===== config.mk =====
export PLATFORM = sky130hd
export DESIGN_NAME = vga_fb_arbiter
export DESIGN_NICKNAME = d
export VERILOG_FILES = /design/src/rtl/vga_fb_arbiter.sv
export SDC_FILE = /design/constraint.sdc
export NUM_CORES = 1
export LEC_CHECK = 0
export ABC_AREA = 1
export CAP_MARGIN = 10
export CORE_ASPECT_RATIO = 1.75
export CORE_MARGIN = 4
export CORE_UTILIZATION = 36
export CTS_CLUSTER_DIAMETER = 150
export DETAILED_ROUTE_END_ITERATION = 10
export PLACE_DENSITY = 0.87
export SYNTH_ARGS = -nofsm -noshare
export SYNTH_HDL_FRONTEND = slang
export SYNTH_SLANG_ARGS = --single-unit

===== constraint.sdc =====
create_clock -name clk -period 3.88 [get_ports clk]
set_input_delay 0.776 -clock clk [delete_from_list [all_inputs] [get_ports clk]]
set_output_delay 0.776 -clock clk [all_outputs]
set_load 0.02 [all_outputs]

===== src/rtl/vga_fb_arbiter.sv =====
// Arbitrates one single-port framebuffer RAM between VGA scanout and a CPU port.
// Optional macro VGA_FB_CPU_READ_EN enables CPU reads; without it reads are accepted but ignored.
module vga_fb_arbiter #(
  parameter int FB_W        = 160,
  parameter int FB_H        = 120,
  parameter int SCALE_SHIFT = 2,
  parameter int ADDR_W      = 15,
  parameter int DATA_W      = 8
) (
  input  logic              clk,
  input  logic              reset,
  // sync generator side
  input  logic [9:0]        x,
  input  logic [9:0]        y,
  input  logic              hsync_in,
  input  logic              vsync_in,
  input  logic              video_on_in,
  output logic              hsync_out,
  output logic              vsync_out,
  output logic              video_on_out,
  output logic [DATA_W-1:0] pixel,
  // CPU load/store port
  input  logic              cpu_req,
  input  logic              cpu_we,
  input  logic [ADDR_W-1:0] cpu_addr,
  input  logic [DATA_W-1:0] cpu_wdata,
  output logic              cpu_ready,
  output logic              cpu_rvalid,
  output logic [DATA_W-1:0] cpu_rdata,
  // framebuffer RAM side
  output logic              mem_en,
  output logic              mem_we,
  output logic [ADDR_W-1:0] mem_addr,
  output logic [DATA_W-1:0] mem_wdata,
  input  logic [DATA_W-1:0] mem_rdata
);

  localparam logic [ADDR_W:0] FB_WORDS = (ADDR_W + 1)'(FB_W * FB_H);

`ifdef VGA_FB_CPU_READ_EN
  localparam bit READ_EN = 1'b1;
`else
  localparam bit READ_EN = 1'b0;
`endif

  logic              disp_slot;
  logic              cpu_accept;
  logic              cpu_in_range;
  logic              cpu_mem_go;
  logic [ADDR_W-1:0] disp_addr;

  // One framebuffer fetch per 2^SCALE_SHIFT visible pixels, at the left edge of each block.
  assign disp_slot    = video_on_in && (x[SCALE_SHIFT-1:0] == '0);
  assign cpu_ready    = !disp_slot;
  assign cpu_accept   = cpu_req && cpu_ready;
  assign cpu_in_range = {1'b0, cpu_addr} < FB_WORDS;
  assign cpu_mem_go   = cpu_accept && cpu_in_range && (cpu_we || READ_EN);

  assign disp_addr = ADDR_W'(y >> SCALE_SHIFT) * ADDR_W'(FB_W) + ADDR_W'(x >> SCALE_SHIFT);

  always_comb begin
    // NOTE: every output gets a default before the branches so no latch is inferred.
    mem_en    = 1'b0;
    mem_we    = 1'b0;
    mem_addr  = '0;
    mem_wdata = '0;
    if (disp_slot) begin
      mem_en   = 1'b1;
      mem_addr = disp_addr;
    end else if (cpu_mem_go) begin
      mem_en    = 1'b1;
      mem_we    = cpu_we;
      mem_addr  = cpu_addr;
      mem_wdata = cpu_wdata;
    end
  end

  // Two-stage delay keeps syncs aligned with the RAM latency plus the pixel register.
  logic [1:0] hsync_d;
  logic [1:0] vsync_d;
  logic [1:0] video_on_d;

  always_ff @(posedge clk) begin
    // NOTE: non-blocking assignments so every register samples pre-edge values.
    if (reset) begin
      hsync_d    <= 2'b11;
      vsync_d    <= 2'b11;
      video_on_d <= 2'b00;
    end else begin
      hsync_d    <= {hsync_d[0], hsync_in};
      vsync_d    <= {vsync_d[0], vsync_in};
      video_on_d <= {video_on_d[0], video_on_in};
    end
  end

  assign hsync_out    = hsync_d[1];
  assign vsync_out    = vsync_d[1];
  assign video_on_out = video_on_d[1];

  logic              disp_pend;
  logic [DATA_W-1:0] pixel_q;

  always_ff @(posedge clk) begin
    if (reset) begin
      disp_pend <= 1'b0;
      pixel_q   <= '0;
    end else begin
      disp_pend <= disp_slot;
      if (disp_pend) begin
        pixel_q <= mem_rdata;
      end
    end
  end

  assign pixel = video_on_out ? pixel_q : '0;

`ifdef VGA_FB_CPU_READ_EN
  // Out-of-range reads still produce a response, with zero data.
  logic cpu_pend;
  logic cpu_zero;

  always_ff @(posedge clk) begin
    if (reset) begin
      cpu_pend <= 1'b0;
      cpu_zero <= 1'b0;
    end else begin
      cpu_pend <= cpu_accept && !cpu_we;
      cpu_zero <= !cpu_in_range;
    end
  end

  assign cpu_rvalid = cpu_pend;
  assign cpu_rdata  = (cpu_pend && !cpu_zero) ? mem_rdata : '0;
`else
  assign cpu_rvalid = 1'b0;
  assign cpu_rdata  = '0;
`endif

endmodule


==> flow_summary_export.csv, run 1 <==
group,metric,value,unit
outcome,outcome,"complete, no violations",
layout,nets,431,
clocking,cts_hold_buffers,0,
critical_path,cp-start-kind,"input port",
logic_synthesis,synth_top_family_by_area,"simple AND/OR/NAND/NOR gates",
logic_synthesis,synthMuxAreaShare,0,%
logic_synthesis,synth_cells,241,
sta,fmax,265,MHz
sta,fin_tns_setup,0,ns
critical_path,critPathMaxFanout,4,
power_and_ir_drop,ir_drop,0.172,mV
logic_synthesis,yosysWarnings,0,
logic_synthesis,synth-xor-area-share,0,%
logic_synthesis,synth-adder-area-share,15.0,%
critical_path,crit_required,3.10,ns
job,drv_cap,0,
critical_path,crit_slowest_cell,"clkdlybuf4s50_1",
power_and_ir_drop,leakage,1.40,nW
logic_synthesis,ys_ff_latch,15,
drt,first_pass_iters,4,
logic_synthesis,yosys-top-cells-area,"dfxtp_1 20%, nand2_1 13%, ha_1 12%, inv_1 11%, nor2_1 9.9%",
clocking,clockBufferDepth,2,
clocking,clkSinkCount,15,
global_route,grt_antenna_before_repair,0,
global_route,grt_pass1_vias,1899,
logic_synthesis,ys_seq_area_share,19.8,%
critical_path,setup.worst_path.end_class,"primary output",
layout,num_antenna_cells,0,
sta,hold_viol_final,0,
critical_path,cp.arrival,2.99,ns
die,initial_core_util,36.9,%
hold_path,worstHoldPathType,"flop to flop",
critical_path,critPathKind,"input port to primary output",
power_and_ir_drop,finalPower,0.587,mW
placement,portBuffers,92,
logic_synthesis,yosys.area_share.simple,34.9,%
drt,routed_wl,4980,um
sta,maxSlewViolCount,0,
layout,fin_util,65.2,%
sta,finalHoldWorstSlack,0.408,ns
critical_path,critPathBufInv,5,
drt,drc,0,
critical_path,cpPeakStageDelay,0.42,ns
drt,vias,1898,
drt,drtAntennaViolNets,0,
placement,dpl_worst_slack,-0.574,ns
sta,min_period,3.77,ns
clocking,cts_buffers,3,
drt,avgRoutedWirePerCell,12.3,um
placement,dp.final_hpwl,4170,um
global_route,grt_max_degree,16,
sta,fin_crit_sh,97.2,%
clocking,ctsHtreeMaxLevel,1,
clocking,cts_root_buffer,"clkbuf_8",
global_route,grt_pass1_wl,8100,um
sta,setup_violations,0,
placement,gp_congestion,0.855,
power_and_ir_drop,power_density,219,nW/um^2
clocking,path_clk_slew,0.06,ns
global_route,grt_overflow,0,
logic_synthesis,synth_compound_area_share,11.6,%
die,io_pins,104,
logic_synthesis,yosysTopAreaCell,"dfxtp_1",
critical_path,path_delay_family,"buffers and inverters",
global_route,grtUsageTotal,18.8,%
logic_synthesis,synthDistinctLibCells,29,
die,die_w,57.0,um
critical_path,crit_chain,"clkdlybuf4s50_1 > ha_1 > ha_1 > nand2_1 > nor2_1 > nor2_1 > buf_4 > buf_4 > inv_1 > a22oi_1 > o31ai_1 > dlygate4sd2_1",
layout,area_growth,77.0,%
drt,viasPerCell,4.70,
die,coreArea,4110,sq um
logic_synthesis,syn_area,1520,sq um
die,die_area,5350,sq um
sta,fin_ws,0.109,ns
logic_synthesis,avgSynthCellArea,6.29,sq um
layout,drive_gt1_share,15.8,%
die,die_h,93.8,um
clocking,tritoncts,"built",
die,fp-row-count,31,
clocking,clock_latency,0.25,ns
logic_synthesis,yosys.area.top_type_share,19.8,%
drt,drt-initial-drc-count,62,
sta,finClkSkew,0.00190,ns
per-stage QoR:
step / instances / cell area, sq um
after floorplan: 249 / 1550
after global placement: 398 / 2580
after detailed placement: 398 / 2580
after CTS: 403 / 2640
after global routing: 404 / 2680
final: 404 / 2680
kinds of logic (layout without fill, tap and decap cells):
kind of cell	after synthesis	in the layout
DFF	15	15
adders and majority gates	17	17
other	1	9
buffers and inverters	60	166
AOI/OAI and AO/OA	29	29
and+or+nand+nor	119	119
Yosys cell counts:
cell type,number
a21oi_1,4
a22o_1,6
a22oi_1,1
buf_2,1
buf_4,9
buf_6,1
clkbuf_1,1
clkbuf_8,1
conb_1,1
dfxtp_1,15
fa_1,2
ha_1,15
inv_1,44
inv_2,3
nand2_1,54
nand2_2,5
nand3_1,7
nand3_2,1
nand3b_1,1
nand4_1,3
nor2_1,40
nor2_2,1
nor2_4,2
nor2_8,1
o21ai_0,13
o21ai_1,2
o22ai_1,1
o31ai_1,2
or2_2,4
metal layers:
layer  track usage (%)  part of all wire [%]  vias up
met3              2.61                   7.0       12
met5                 0                     0        -
met4              7.93                   2.5        0
met2              37.0                    56       80
met1              18.7                    34      850
li1                  -                     -      956
report_power, final:
group	internal [mW]	total, mW	switching, mW
registers	0.160	0.164	0.00386
clock network	0.0721	0.128	0.0556
logic	0.150	0.296	0.146
repair_timing:
action	4_1_cts	5_1_grt
gates resized for setup	27	8
hold endpoints to repair	0	0
buffers inserted	1	1
endpoints found under the setup margin	7	6
pin swaps	5	4
cloned	0	0
layout make-up:
| cell class | count | area [sq um] |
|---|---|---|
| timing repair buffer | 115 | 1080 |
| multi-input combinational | 174 | 1020 |
| clock inverter | 1 | 7.51 |
| tap | 49 | 61.3 |
| fill | 374 | 1430 |
| sequential | 15 | 300 |
| inverter | 47 | 176 |
| clock buffer | 3 | 41.3 |
worst register-to-register path, stage by stage, from the launching register on:
cell and delay, ns:
dfxtp_1 0.46, inv_1 0.20, nor2_1 0.15, nor2_1 0.06
final timing paths:
kind	start	end	slack, ns	cells after the start
worst min-delay path	vsync_d[0]	vsync_d[1]	0.41	1
worst min register to register	vsync_d[0]	vsync_d[1]	0.41	1
worst max register to register	disp_pend	pixel_q[7]	2.89	3
worst max-delay path	y[2]	mem_addr[10]	0.11	12
cell usage in the layout (no fill, tap or decap):
cell             instances
nand3b_1                 1
nor2_4                   3
a21oi_1                  4
conb_1                   9
dlygate4sd2_1            5
a22o_1                   6
ha_1                    12
dfxtp_1                 15
fa_1                     1
buf_4                   25
o31ai_1                  2
fa_2                     1
o21ai_1                  2
nor2_1                  38
nand3_4                  1
clkbuf_8                 3
dlymetal6s2s_1           2
nand4_1                  3
clkdlybuf4s50_1         81
nand2_1                 53
nand2_2                  6
nand3_1                  7
buf_2                    2
ha_2                     1
or2_2                    4
o22ai_1                  1
nor2_8                   1
ha_4                     2
nor2_2                   2
clkinvlp_4               1
inv_2                    4
o21ai_0                 13
a22oi_1                  1
inv_1                   43
registers in the layout (all words and copies together) (netlist names):
name and count:
video_on_d 2, pixel_q 8, disp_pend 1, hsync_d 2
vsync_d 2
Power figures use the tool's default switching activity.
==> run 2: changes to the inputs <==
- PLACE_DENSITY: 0.87 -> 0.82
- REMOVE_ABC_BUFFERS: not set -> 1
==> flow_summary_export.csv, run 2 (synthesis results as in run 1) <==
group,metric,value,unit
sta,min_period,3.74,ns
placement,dp.final_hpwl,3960,um
power_and_ir_drop,power_frac_comb,49.0,%
power_and_ir_drop,power_switching,0.199,mW
drt,drtAntennaViolNets,0,
critical_path,cp-start-kind,"input port",
sta,rsz0062_at_grt,"no",
global_route,grtUsageTotal,17.2,%
sta,fin_ws,0.136,ns
power_and_ir_drop,power_density,217,nW/um^2
critical_path,cpPeakStageDelay,0.47,ns
layout,n_fill_cell,380,
die,coreArea,4110,sq um
power_and_ir_drop,seqPwrFrac,28.6,%
sta,fmax,267,MHz
clocking,tritoncts,"built",
power_and_ir_drop,swShare,34.7,%
layout,nets,424,
sta,finClkSkew,0.00241,ns
critical_path,cp.arrival,2.97,ns
layout,stdcell_count,397,
clocking,cts_root_buffer,"clkbuf_8",
placement,place_inst,393,
sta,finalHoldWorstSlack,0.409,ns
die,die_w,57.0,um
outcome,outcome,"complete, no violations",
layout,design_area,2640,sq um
layout,max_flop_register,"pixel_q",
hold_path,holdPathStages,2,
layout,fin_util,64.2,%
layout,area_growth,74.2,%
clocking,postCtsSetupBuffers,0,
critical_path,crit_required,3.10,ns
clocking,clkSinkCount,15,
drt,drt-initial-drc-count,27,
drt,vias,1802,
global_route,grt_overflow,0,
sta,hold_viol_final,0,
critical_path,reg2reg_depth,3,
drt,viasPerCell,4.54,
layout,layout_common_cells,"80 x clkdlybuf4s50_1, 54 x nand2_1, 43 x inv_1",
critical_path,setup.worst_path.end_class,"primary output",
die,die_area,5350,sq um
drt,routed_wl,4480,um
critical_path,crit_slowest_cell,"fa_2",
clocking,clock_latency,0.25,ns
layout,num_antenna_cells,0,
global_route,grt_max_degree,16,
job,drv_cap,0,
layout,largest_reg_flops,8,
die,initial_core_util,36.9,%
placement,gp_congestion,0.827,
die,fp-row-count,31,
sta,maxSlewViolCount,0,
clocking,ctsHtreeMaxLevel,1,
sta,fin_crit_sh,96.5,%
clocking,clockBufferDepth,2,
clocking,path_clk_slew,0.06,ns
die,io_pins,104,
power_and_ir_drop,leakage,1.38,nW
sta,setup_violations,0,
power_and_ir_drop,intPower,0.373,mW
placement,portBuffers,92,
critical_path,regToRegSetupSlack,2.93,ns
layout,drive_gt1_share,13.5,%
power_and_ir_drop,ir_drop,0.176,mV
global_route,grt_pass1_wl,7450,um
critical_path,critPathMaxFanout,3,
critical_path,crit_chain,"dlygate4sd2_1 > ha_1 > ha_4 > inv_2 > fa_2 > nor2_8 > nand3_4 > nor2_4 > nand2_2 > nor2_4 > nand2_1 > nand2_1 > nand3_1 > nand2_1 > buf_6",
drt,drc,0,
power_and_ir_drop,p_clk_share,22.4,%
drt,first_pass_iters,4,
die,die_h,93.8,um
global_route,grt_pass1_vias,1755,
hold_path,worstHoldPathType,"flop to flop",
global_route,grt_antenna_before_repair,0,
critical_path,critPathKind,"input port to primary output",
clocking,cts_buffers,3,
placement,place_area,2550,sq um
drt,avgRoutedWirePerCell,11.3,um
placement,dpl_worst_slack,-0.575,ns
critical_path,crit_path_frequent_cell,"nand2_1",
layout,layout_commonest_cell,"clkdlybuf4s50_1",
[run 2: cell type report]
| class | count | area, sq um | area share (%) |
|---|---|---|---|
| clock buffers | 3 | 41.3 | 1.56 |
| flip-flops and latches | 15 | 300 | 11.4 |
| repair buffers | 108 | 1040 | 39.4 |
| multi-input cells | 174 | 1010 | 38.3 |
| well taps | 49 | 61.3 | 2.32 |
| clock inverters | 1 | 7.51 | 0.284 |
| inverters | 47 | 176 | 6.68 |
[run 2: power by group through the flow]
stage,Clock (mW),Sequential [mW],Combinational [mW]
floorplan,0,0.167,0.144
global placement,0,0.167,0.271
detailed placement,0,0.167,0.277
CTS,0.132,0.164,0.280
global route,0.138,0.164,0.313
finish,0.128,0.164,0.281
[run 2: worst max-delay path, delay by kind of cell]
kind	cells	cell delay, ns
fa+ha+maj	3	0.95
simple gates	9	0.82
buf+inv	3	0.43
[run 2: per-layer routing]
metal	vias up	wire [um]	track usage (%)
li1	939	-	-
met2	60	2590	35.5
met3	6	265	1.79
met5	-	0	0
met1	797	1550	16.4
met4	0	76	6.77
[run 2: repair_timing]
action	4_1_cts	5_1_grt
resized for setup	27	8
hold buffers	0	0
pin swaps	6	11
setup endpoints to repair	7	6
[run 2: path summary, 6_finish.rpt]
check                   to          start
max           mem_addr[14]           y[5]
min reg2reg  video_on_d[1]  video_on_d[0]
max reg2reg     pixel_q[4]      disp_pend
min          video_on_d[1]  video_on_d[0]
[run 2: stage by stage]
stage,total power [mW],setup TNS (ns)
4_1_cts,0.576,0
3_5_place_dp,0.444,-2.75
6_report,0.572,0
2_1_floorplan,0.311,0
5_1_grt,0.614,0
3_3_place_gp,0.438,-2.59
==> run 3: changes to the inputs <==
- MAX_ROUTING_LAYER: not set -> met4
==> flow_summary_export.csv, run 3 (synthesis results as in run 1) <==
group,metric,value,unit
outcome,outcome,"complete, no violations",
clocking,cts_root_buffer,"clkbuf_8",
sta,finClkSkew,0.00241,ns
clocking,clockBufferDepth,2,
drt,drc,0,
sta,maxSlewViolCount,0,
drt,viasPerCell,4.54,
clocking,ctsHtreeMaxLevel,1,
drt,vias,1803,
global_route,grt_max_degree,16,
sta,fin_tns_setup,0,ns
power_and_ir_drop,swShare,34.8,%
clocking,clkSinkCount,15,
sta,fin_crit_sh,96.5,%
sta,min_period,3.74,ns
layout,fin_util,64.2,%
clocking,tritoncts,"built",
layout,stdcell_count,397,
die,io_pins,104,
critical_path,cp-start-kind,"input port",
sta,fmax,267,MHz
global_route,grt_pass1_wl,7450,um
critical_path,critPathMaxFanout,3,
die,coreArea,4110,sq um
layout,layout_commonest_cell,"clkdlybuf4s50_1",
drt,avgRoutedWirePerCell,11.3,um
power_and_ir_drop,power_frac_comb,49.0,%
drt,first_pass_iters,4,
placement,place_inst,393,
layout,num_antenna_cells,0,
sta,hold_viol_final,0,
layout,max_flop_register,"pixel_q",
sta,setup_violations,0,
placement,dpl_worst_slack,-0.575,ns
die,die_w,57.0,um
power_and_ir_drop,ir_drop,0.176,mV
global_route,grt_pass1_vias,1754,
sta,rsz0062_at_grt,"no",
drt,drt-initial-drc-count,26,
critical_path,critPathKind,"input port to primary output",
critical_path,cp.arrival,2.97,ns
layout,drive_gt1_share,13.5,%
die,die_area,5350,sq um
global_route,grt_antenna_before_repair,0,
sta,fin_ws,0.136,ns
power_and_ir_drop,p_clk_share,22.4,%
layout,layout_common_cells,"80 x clkdlybuf4s50_1, 54 x nand2_1, 43 x inv_1",
hold_path,worstHoldPathType,"flop to flop",
power_and_ir_drop,leakage,1.38,nW
global_route,grtUsageTotal,17.7,%
placement,gp_congestion,0.839,
die,fp-row-count,31,
layout,largest_reg_flops,8,
layout,area_growth,74.2,%
power_and_ir_drop,seqPwrFrac,28.6,%
power_and_ir_drop,intPower,0.373,mW
clocking,path_clk_slew,0.06,ns
drt,routed_wl,4480,um
critical_path,crit_required,3.10,ns
die,die_h,93.8,um
placement,dp.final_hpwl,3960,um
job,drv_cap,0,
critical_path,setup.worst_path.end_class,"primary output",
layout,nets,424,
placement,portBuffers,92,
clocking,cts_buffers,3,
power_and_ir_drop,power_density,217,nW/um^2
drt,drtAntennaViolNets,0,
power_and_ir_drop,power_switching,0.199,mW
global_route,grt_overflow,0,
clocking,clock_latency,0.25,ns
die,initial_core_util,36.9,%
[run 3: power by group through the flow]
stage | combinational [mW] | clock, mW | sequential, mW
after floorplan | 0.144 | 0 | 0.167
after global placement | 0.271 | 0 | 0.167
after detailed placement | 0.277 | 0 | 0.167
after CTS | 0.280 | 0.132 | 0.164
after global routing | 0.313 | 0.138 | 0.164
final | 0.281 | 0.128 | 0.164
[run 3: routing by layer]
| metal | wire, um | share of wire, % | vias up | global-route usage (%) |
|---|---|---|---|---|
| met3 | 273 | 6.1 | 6 | 1.79 |
| li1 | - | - | 939 | - |
| met4 | 73 | 1.6 | 0 | 6.77 |
| met5 | 0 | 0 | - | - |
| met2 | 2590 | 58 | 60 | 35.5 |
| met1 | 1550 | 34 | 798 | 16.4 |
[run 3: metrics by stage]
stage                     hold slack, ns  instance area (sq um)  total power [mW]
after detailed placement           0.403                   2550             0.444
after floorplan                    0.388                   1440             0.311
after global placement             0.392                   2550             0.438
final                              0.409                   2640             0.572
after global routing               0.428                   2640             0.614
after CTS                          0.412                   2600             0.576
[run 3: worst paths after layout]
check / from / to / slack, ns / depth (start not counted)
setup / recovery: y[5] / mem_addr[14] / 0.14 / 15
hold / removal: video_on_d[0] / video_on_d[1] / 0.41 / 2
setup reg to reg: disp_pend / pixel_q[4] / 2.93 / 3
hold reg to reg: video_on_d[0] / video_on_d[1] / 0.41 / 2
[run 3: cell type report]
cell class / count / area, sq um
Fill cell: 380 / 1470
Timing Repair Buffer: 108 / 1040
Multi-Input combinational cell: 174 / 1010
Sequential cell: 15 / 300
Inverter: 47 / 176
Tap cell: 49 / 61.3
Clock buffer: 3 / 41.3
Clock inverter: 1 / 7.51
[run 3: critical path: stages]
cell and delay [ns]:
dlygate4sd2_1 0.26, ha_1 0.31, ha_4 0.17, inv_2 0.05, fa_2 0.47, nor2_8 0.14
nand3_4 0.09, nor2_4 0.13, nand2_2 0.08, nor2_4 0.12, nand2_1 0.06, nand2_1 0.05
nand3_1 0.06, nand2_1 0.09, buf_6 0.12
[run 3: repair_timing]
action	CTS	global route
pin swaps	6	11
hold buffers	0	0
endpoints found under the setup margin	7	6
buffers inserted	0	0
gates resized for setup	27	8
